===== config.mk =====
export PLATFORM = sky130hd
export DESIGN_NAME = lsu_mem_ctrl
export DESIGN_NICKNAME = d
export VERILOG_FILES = /design/src/rtl/lsu_mem_ctrl_pkg.sv /design/src/rtl/lsu_mem_ctrl_align.sv /design/src/rtl/lsu_mem_ctrl.sv
export SDC_FILE = /design/constraint.sdc
export NUM_CORES = 1
export LEC_CHECK = 0
export ABC_AREA = 1
export CORE_MARGIN = 8
export CORE_UTILIZATION = 45
export CTS_BUF_LIST = sky130_fd_sc_hd__clkbuf_4 sky130_fd_sc_hd__clkbuf_8
export DETAILED_ROUTE_END_ITERATION = 12
export PLACE_DENSITY_LB_ADDON = 0.25
export SLEW_MARGIN = 15
export SYNTH_ARGS = -nofsm -noshare
export SYNTH_HDL_FRONTEND = slang
export SYNTH_SLANG_ARGS = --single-unit

===== constraint.sdc =====
create_clock -name clk -period 2.92 [get_ports clk]
set_input_delay 0.876 -clock clk [delete_from_list [all_inputs] [get_ports clk]]
set_output_delay 0.876 -clock clk [all_outputs]
set_load 0.03 [all_outputs]

===== src/rtl/lsu_mem_ctrl_pkg.sv =====
// Shared definitions for the load/store unit: funct3 encodings, FSM states
// and the request fault check used at accept time.
package lsu_mem_ctrl_pkg;

  localparam int unsigned DEPTH_DEFAULT = 1024;

  localparam logic [2:0] F3_B  = 3'b000;
  localparam logic [2:0] F3_H  = 3'b001;
  localparam logic [2:0] F3_W  = 3'b010;
  localparam logic [2:0] F3_BU = 3'b100;
  localparam logic [2:0] F3_HU = 3'b101;

  typedef enum logic [1:0] {
    IDLE   = 2'b00,
    ACCESS = 2'b01,
    WRITE  = 2'b10,
    RESP   = 2'b11
  } lsu_state_e;

  // Misalignment, illegal funct3 (stores only allow B/H/W) and out-of-range word index.
  function automatic logic req_fault(input logic we, input logic [2:0] f3,
                                     input logic [31:0] addr, input int unsigned depth);
    logic f;
    f = 1'b0;
    case (f3)
      F3_B:    f = 1'b0;
      F3_H:    f = addr[0];
      F3_W:    f = |addr[1:0];
      F3_BU:   f = we;
      F3_HU:   f = we | addr[0];
      default: f = 1'b1;
    endcase
    if ({2'b00, addr[31:2]} >= 32'(depth)) f = 1'b1;
    return f;
  endfunction

endpackage


===== src/rtl/lsu_mem_ctrl_align.sv =====
// Lane steering: little-endian extraction/extension for loads and
// byte/halfword merge into the old word for read-modify-write stores.
module lsu_mem_ctrl_align
  import lsu_mem_ctrl_pkg::*;
(
  input  logic [31:0] load_word,
  input  logic [31:0] store_old,
  input  logic [31:0] wdata,
  input  logic [1:0]  off,
  input  logic [2:0]  funct3,
  output logic [31:0] load_ext,
  output logic [31:0] store_merged
);

  logic [31:0] shifted;

  always_comb begin
    shifted = load_word >> {off, 3'b000};
    case (funct3)
      F3_B:    load_ext = {{24{shifted[7]}}, shifted[7:0]};
      F3_BU:   load_ext = {24'h000000, shifted[7:0]};
      F3_H:    load_ext = {{16{shifted[15]}}, shifted[15:0]};
      F3_HU:   load_ext = {16'h0000, shifted[15:0]};
      default: load_ext = load_word;
    endcase
  end

  always_comb begin
    store_merged = store_old;
    case (funct3)
      F3_B:    store_merged[{off, 3'b000} +: 8] = wdata[7:0];
      F3_H:    store_merged[{off[1], 4'b0000} +: 16] = wdata[15:0];
      default: store_merged = wdata;
    endcase
  end

endmodule


===== src/rtl/lsu_mem_ctrl.sv =====
// Load/store unit between EX/MEM and the word-addressed data memory.
// Holds the access FSM plus the latched request and response registers.
module lsu_mem_ctrl
  import lsu_mem_ctrl_pkg::*;
#(
  parameter int unsigned DEPTH = DEPTH_DEFAULT
) (
  input  logic        clk,
  input  logic        rst,
  input  logic        req_valid,
  output logic        req_ready,
  input  logic        req_we,
  input  logic [2:0]  req_funct3,
  input  logic [31:0] req_addr,
  input  logic [31:0] req_wdata,
  output logic        resp_valid,
  output logic        resp_fault,
  output logic [31:0] load_data,
  output logic [31:0] mem_a,
  output logic [31:0] mem_wd,
  output logic        mem_we,
  input  logic [31:0] mem_rd
);

  // Handshake: a request transfers on a cycle with req_valid && req_ready; req_ready is
  // high only in IDLE, and upstream keeps the request stable until it transfers.
  // resp_valid pulses for one cycle per transfer; resp_fault qualifies it.

  lsu_state_e  state_q, state_d;
  logic [31:0] addr_q, wdata_q, merge_q;
  logic [2:0]  f3_q;
  logic        we_q, fault_q;
  logic        accept, req_flt, mem_we_raw;
  logic [31:0] load_ext, store_merged;

  assign accept  = req_valid && req_ready;
  assign req_flt = req_fault(req_we, req_funct3, req_addr, DEPTH);

  lsu_mem_ctrl_align u_align (
    .load_word    (mem_rd),
    .store_old    (merge_q),
    .wdata        (wdata_q),
    .off          (addr_q[1:0]),
    .funct3       (f3_q),
    .load_ext     (load_ext),
    .store_merged (store_merged)
  );

  always_comb begin
    state_d    = state_q;
    mem_a      = 32'h0;
    mem_wd     = 32'h0;
    mem_we_raw = 1'b0;
    req_ready  = (state_q == IDLE);
    resp_valid = (state_q == RESP);
    resp_fault = (state_q == RESP) && fault_q;
    case (state_q)
      IDLE: begin
        if (accept) state_d = req_flt ? RESP : ACCESS;
      end
      ACCESS: begin
        mem_a = {2'b00, addr_q[31:2]};
        if (!we_q) begin
          state_d = RESP;
        end else if (f3_q == F3_W) begin
          mem_we_raw = 1'b1;
          mem_wd     = wdata_q;
          state_d    = RESP;
        end else begin
          state_d = WRITE;
        end
      end
      WRITE: begin
        mem_a      = {2'b00, addr_q[31:2]};
        mem_we_raw = 1'b1;
        mem_wd     = store_merged;
        state_d    = RESP;
      end
      RESP: state_d = IDLE;
      default: state_d = IDLE;
    endcase
  end

  // Gate with reset so an operation abandoned by reset never lands a write.
  assign mem_we = mem_we_raw && !rst;

  always_ff @(posedge clk) begin
    if (rst) begin
      state_q   <= IDLE;
      addr_q    <= 32'h0;
      wdata_q   <= 32'h0;
      merge_q   <= 32'h0;
      f3_q      <= 3'b000;
      we_q      <= 1'b0;
      fault_q   <= 1'b0;
      load_data <= 32'h0;
    end else begin
      state_q <= state_d;
      if (accept) begin
        addr_q  <= req_addr;
        wdata_q <= req_wdata;
        f3_q    <= req_funct3;
        we_q    <= req_we;
        fault_q <= req_flt;
      end
      if (state_q == ACCESS && !we_q) load_data <= load_ext;
      if (state_q == ACCESS && we_q)  merge_q   <= mem_rd;
    end
  end

endmodule


======== Word-level counts from Yosys, hierarchy flattened ========
Cells that the tools add are included.
cells by class
  reduce and logical (&&, ||, !) cells .... 12
  bitwise operators ....................... 1
  $lt $le $gt $ge ......................... 1
  multipliers ............................. 0
  equality and inequality tests ........... 12
  div/mod/pow operators ................... 0
  add/subtract/negate cells ............... 2
  shift-type cells ........................ 5
  muxes and demuxes ....................... 18
operators by type and width
  kind                                                    count
  one-hot mux 32 bit (2 select lines)                     2
  one-hot mux 32 bit (4 select lines)                     1
  bitwise mux 32 bit                                      2
  2-to-1 mux 32 bit                                       2
  variable shift 16 x 7 -> 32 bit (first input constant)  1
  variable shift 8 x 7 -> 32 bit (first input constant)   1
  variable part select 16 x 7 -> 32 bit                   1
  variable part select 8 x 7 -> 32 bit                    1
  right shift 32 x 5 -> 16 bit                            1
  >= comparator 30 x 11 -> 1 bit (second input constant)  1
  2-to-1 mux 30 bit                                       1
  negator 5 -> 7 bit                                      2
  == test 3 bit (second input constant)                   4
  one-hot mux 2 bit (4 select lines)                      1
  == test 3 x 1 -> 1 bit (second input constant)          2
  == test 3 x 2 -> 1 bit (second input constant)          2
  zero test 3 bit                                         2
  logical AND 1 bit                                       5
  2-to-1 mux 1 bit                                        5
  one-hot mux 1 bit (5 select lines)                      1
  == test 2 bit (second input constant)                   2
  2-to-1 mux 2 bit                                        2
  OR reduction 2 bit                                      2
  == test 2 x 1 -> 1 bit (second input constant)          1
  5 further kinds                                         6
word-level totals
  RAM bits ................................ 0
  input port bits ......................... 103
  memories ................................ 0
  register bits after elaboration ......... 135
  ROM bits ................................ 0
  bits in latches ......................... 0
  output and inout bits ................... 100

======== Depth between registers and ports, before layout ========
  word-level depth ........................ 6
  gate-level depth with buffers ........... 12

======== Cells and area by module ========
From an unflattened synthesis, not the netlist that was laid out.
unflattened totals
  cell total of the unflattened synthesis .. 1,325
  area, all modules ....................... 8,154.1 um^2
modules (own cells, without submodules)
  module              area each (um^2)  times used  cells an instance
  lsu_mem_ctrl        5,564.1           1           807
  lsu_mem_ctrl_align  2,590.0           1           518

======== Worst setup path after synthesis ========
No wires, ideal clock.
  path type ............................... reg2out
  start point ............................. reg addr_q[1]
  end point ............................... out mem_wd[10]
  path slack .............................. -0.280 ns
  buffers on the path ..................... 2
  stages on the path, launching flop included .. 12
  data required time ...................... 2.044 ns
  arrival ................................. 2.324 ns
  path through ............................ dfxtp_1 -> inv_2 -> buf_1 -> ha_1 -> inv_1 -> nor2_1 -> and3_1 -> buf_1 -> nand2_1 -> nand2_1 -> nand2_1 -> a21oi_1
on the way
  cells in the longest elaborated chain, start to end .. 5
  elaborated cells between the ends (all ways) .. 10
RTL lines
  item                                                                 RTL line                                            source
  start: declaration                                                   lsu_mem_ctrl.sv:30                                  logic [31:0] addr_q, wdata_q, merge_q;
  start signal: assignment                                             lsu_mem_ctrl.sv:100                                 addr_q <= req_addr;
  negator 5 -> 7 bit, on equally long branches                         lsu_mem_ctrl_align.sv:32, lsu_mem_ctrl_align.sv:31
  variable part select 16 x 7 -> 32 bit, or another cell as far along  lsu_mem_ctrl_align.sv:32                            F3_H: store_merged[{off[1], 4'b0000} +: 16] = wdata[15:0];
  bitwise mux 32 bit, on equally long branches                         lsu_mem_ctrl_align.sv:32, lsu_mem_ctrl_align.sv:31
  one-hot mux 32 bit (2 select lines) (*)                              lsu_mem_ctrl_align.sv:30                            case (funct3)
  one-hot mux 32 bit (2 select lines) (*)                              lsu_mem_ctrl.sv:57                                  case (state_q)
  end: declaration                                                     lsu_mem_ctrl.sv:20                                  output logic [31:0] mem_wd,
Mark *: on every way between the ends. The rest lies on a longest branch, timed or not.

======== Worst setup path after layout ========
  start point ............................. reg addr_q[1]
  end point ............................... out mem_wd[20]
Same word-level chain as after synthesis.

==> impl_metrics.yaml <==
critical_path:
  slowest_delay_ns: 0.37
  crit_family: "simple AND/OR/NAND/NOR gates"
  cp_cell_sequence: "inv_4, ha_4, buf_4, nand4_1, nand2_1, nand2_1, nand2_1, nand3_1, a21oi_1, buf_12"
  cp.arrival_ns: 2.09
  critPathLaunchType: "register"
  cp.buffers_inverters: 3
  slowest_stage: "dfxtp_2"
  worst-setup-path-type: "reg2out"
  worstPathMaxFanout: 4
  end_kind: "output port"
  required_ns: 2.04
  crit_top_cell: "nand2_1"
floorplan:
  fp.dieH_microns: 143
  die_area_sq_um: 20400
  pin_count: 203
  die_w_microns: 143
  coreArea_sq_um: 15800
  rows: 46
  initial_core_util_pct: 45.8
synth:
  yosys_warnings: 0
  ys_types: 29
  ys_seq_area_share_pct: 37.4
  avgSynthCellArea_sq_um: 6.16
  syn-cell-area_sq_um: 7230
  syn-instance-count: 1173
  synth_seq_cells: 135
timing:
  setup_ws_ns: -0.0475
  fmax_mhz: 337
  setup_viol: 10
  tightest_slew_ns: 0.902
  slew_headroom_pct: 39.4
  min_period_ns: 2.97
  final-hold-violation-count: 0
  min_period_over_period_pct: 102
  whs_ns: 0.465
  slew_violations: 0
  rsz0062_at_grt: "yes"
  clock_skew_ns: 0.0111
cells_and_area:
  seqCellArea_sq_um: 2720
  utilization_pct: 66.3
  antennaDiodeCount: 0
  fin_nets: 1473
  syn_to_final_growth_pct: 44.7
  fin_area_sq_um: 10500
  drive_above_1_share_pct: 17.5
  multi_input_area_sq_um: 4100
  nFillCells: 1465
global_route:
  antenna_found_initial: 0
  grt.overflow.total: 0
  grt_max_degree: 83
  track_usage_pct: 24.8
  first_global_vias: 7669
  grt_first_pass_wirelength_microns: 39900
clock_tree:
  cts_buffer_depth: 2
  numCtsBuffers: 17
  htree_levels: 4
  cts_sinks: 135
  cts_root_buffer: "clkbuf_8"
  clk_latency_ns: 0.45
  clk_transition_reported_paths_ns: 0.07
  cts_tree: "built"
detailed_routing:
  drt_iter0_markers: 618
  drt_pre_antenna_iters: 5
  drc_errors: 0
  via_count: 8076
  post_drt_wl_per_cell_microns: 16.2
  vias_per_cell: 5.08
  routed_wl_microns: 25800
  antenna_left: 0
pwr:
  peakVddDrop_uv: 568
  powerDensity_nw_per_um2: 896
  p_leak_nw: 4.65
run_status:
  status: "finished with violations"
  violations: "setup timing"
flow_run:
  maxCapViolCount: 0
place:
  hpwl_microns: 18800
  place_area_sq_um: 9690
  place_congestion: 0.964
  io_buffer_count: 200
min_path:
  min_path_type: "reg2reg"
[layout make-up]
type                       instances  area share [%]
clock inverter                    10           0.766
multi-input combinational        834            39.2
tap                              216            2.58
inverter                         135            4.97
clock buffer                      22            2.66
sequential                       135            26.0
timing repair buffer             238            23.9
[path summary, 6_finish.rpt]
check,startpoint,cells after the start,slack (ns),end
worst max-delay path,addr_q[1]$_SDFFE_PP0P_,10,-0.05,mem_wd[20]
worst min-delay path,merge_q[7]$_SDFFE_PP0P_,2,0.47,merge_q[7]$_SDFFE_PP0P_
worst max register to register,f3_q[2]$_SDFFE_PP0P_,11,1.00,load_data[26]$_SDFFE_PP0P_
worst min register to register,merge_q[7]$_SDFFE_PP0P_,2,0.47,merge_q[7]$_SDFFE_PP0P_
[cells in the mapped netlist, drive strengths merged]
| library cell | count | area [sq um] |
|---|---|---|
| a21oi | 83 | 415 |
| a22oi | 8 | 60.1 |
| a31oi | 1 | 6.26 |
| and3 | 1 | 6.26 |
| buf | 23 | 131 |
| clkbuf | 47 | 176 |
| clkinv | 1 | 3.75 |
| conb | 1 | 3.75 |
| dfxtp | 135 | 2700 |
| ha | 9 | 113 |
| inv | 134 | 503 |
| nand2 | 270 | 1030 |
| nand3 | 53 | 265 |
| nand3b | 1 | 20.0 |
| nand4 | 11 | 68.8 |
| nor2 | 230 | 883 |
| nor3 | 4 | 20.0 |
| o21ai | 148 | 741 |
| o22ai | 9 | 56.3 |
| or2 | 4 | 25.0 |
[cell families after synthesis]
logic type / share of synthesized area [%]
other: 0.0519
and+or+nand+nor: 32.0
DFF: 37.4
adders and majority gates: 1.56
buffers and inverters: 11.3
AOI/OAI and AO/OA: 17.7
[routing by layer]
metal  GRT usage, %  routed length (microns)
met4           9.90                      765
met1           32.2                    11300
met2           38.9                    11800
met5              0                        0
met3           5.71                     1920
[flip-flops by register name, summed over array words and instances (netlist names)]
signal and count:
addr_q 32, f3_q 3, fault_q 1, load_data 32, merge_q 32, state_q 2, wdata_q 32, we_q 1
[report_power, final]
group / switching [mW] / internal [mW]
sequential: 0.374 / 2.40
clock: 0.714 / 0.720
combinational: 3.34 / 1.83
[through the flow]
| step | cells | total power, mW | setup TNS (ns) | setup slack [ns] |
|---|---|---|---|---|
| after floorplan | 1174 | 5.84 | 0 | 0.00764 |
| after global placement | 1548 | 7.44 | 0 | 0.182 |
| after detailed placement | 1548 | 7.50 | 0 | 0.135 |
| after CTS | 1589 | 9.22 | -0.204 | -0.0343 |
| after global routing | 1590 | 9.98 | -2.37 | -0.139 |
| final | 1590 | 9.37 | -0.236 | -0.0475 |
[tightest hold or removal path, stage by stage, from the launching register on]
cell and delay (ns):
dfxtp_1 0.30, inv_1 0.06, a21oi_1 0.06
[cells in the final DEF (no fill, tap or decap), types with 5 or more instances in the layout]
cell type | netlist | final
nand2_1 | 267 | 243
nor2_1 | 226 | 214
clkdlybuf4s50_1 | 0 | 137
o21ai_0 | 147 | 135
dfxtp_1 | 135 | 129
inv_1 | 129 | 121
buf_4 | 9 | 64
a21oi_1 | 83 | 61
nand3_1 | 53 | 49
buf_12 | 0 | 25
nand2_2 | 2 | 23
clkbuf_8 | 0 | 18
a21oi_2 | 0 | 12
nor2_2 | 2 | 11
nand4_1 | 11 | 11
a21oi_4 | 0 | 10
o21ai_1 | 1 | 9
buf_6 | 0 | 9
inv_2 | 5 | 8
o22ai_1 | 9 | 8
a22oi_1 | 8 | 8
clkinv_2 | 0 | 7
inv_4 | 0 | 5
nor2_4 | 2 | 5
[what timing repair did]
item,CTS,global route
gates resized for setup,62,57
hold buffers,0,0
setup buffers,6,1
setup endpoints to repair,33,32
pin swaps,20,23
gates cloned,3,0
(Power assumes the default switching activity.)
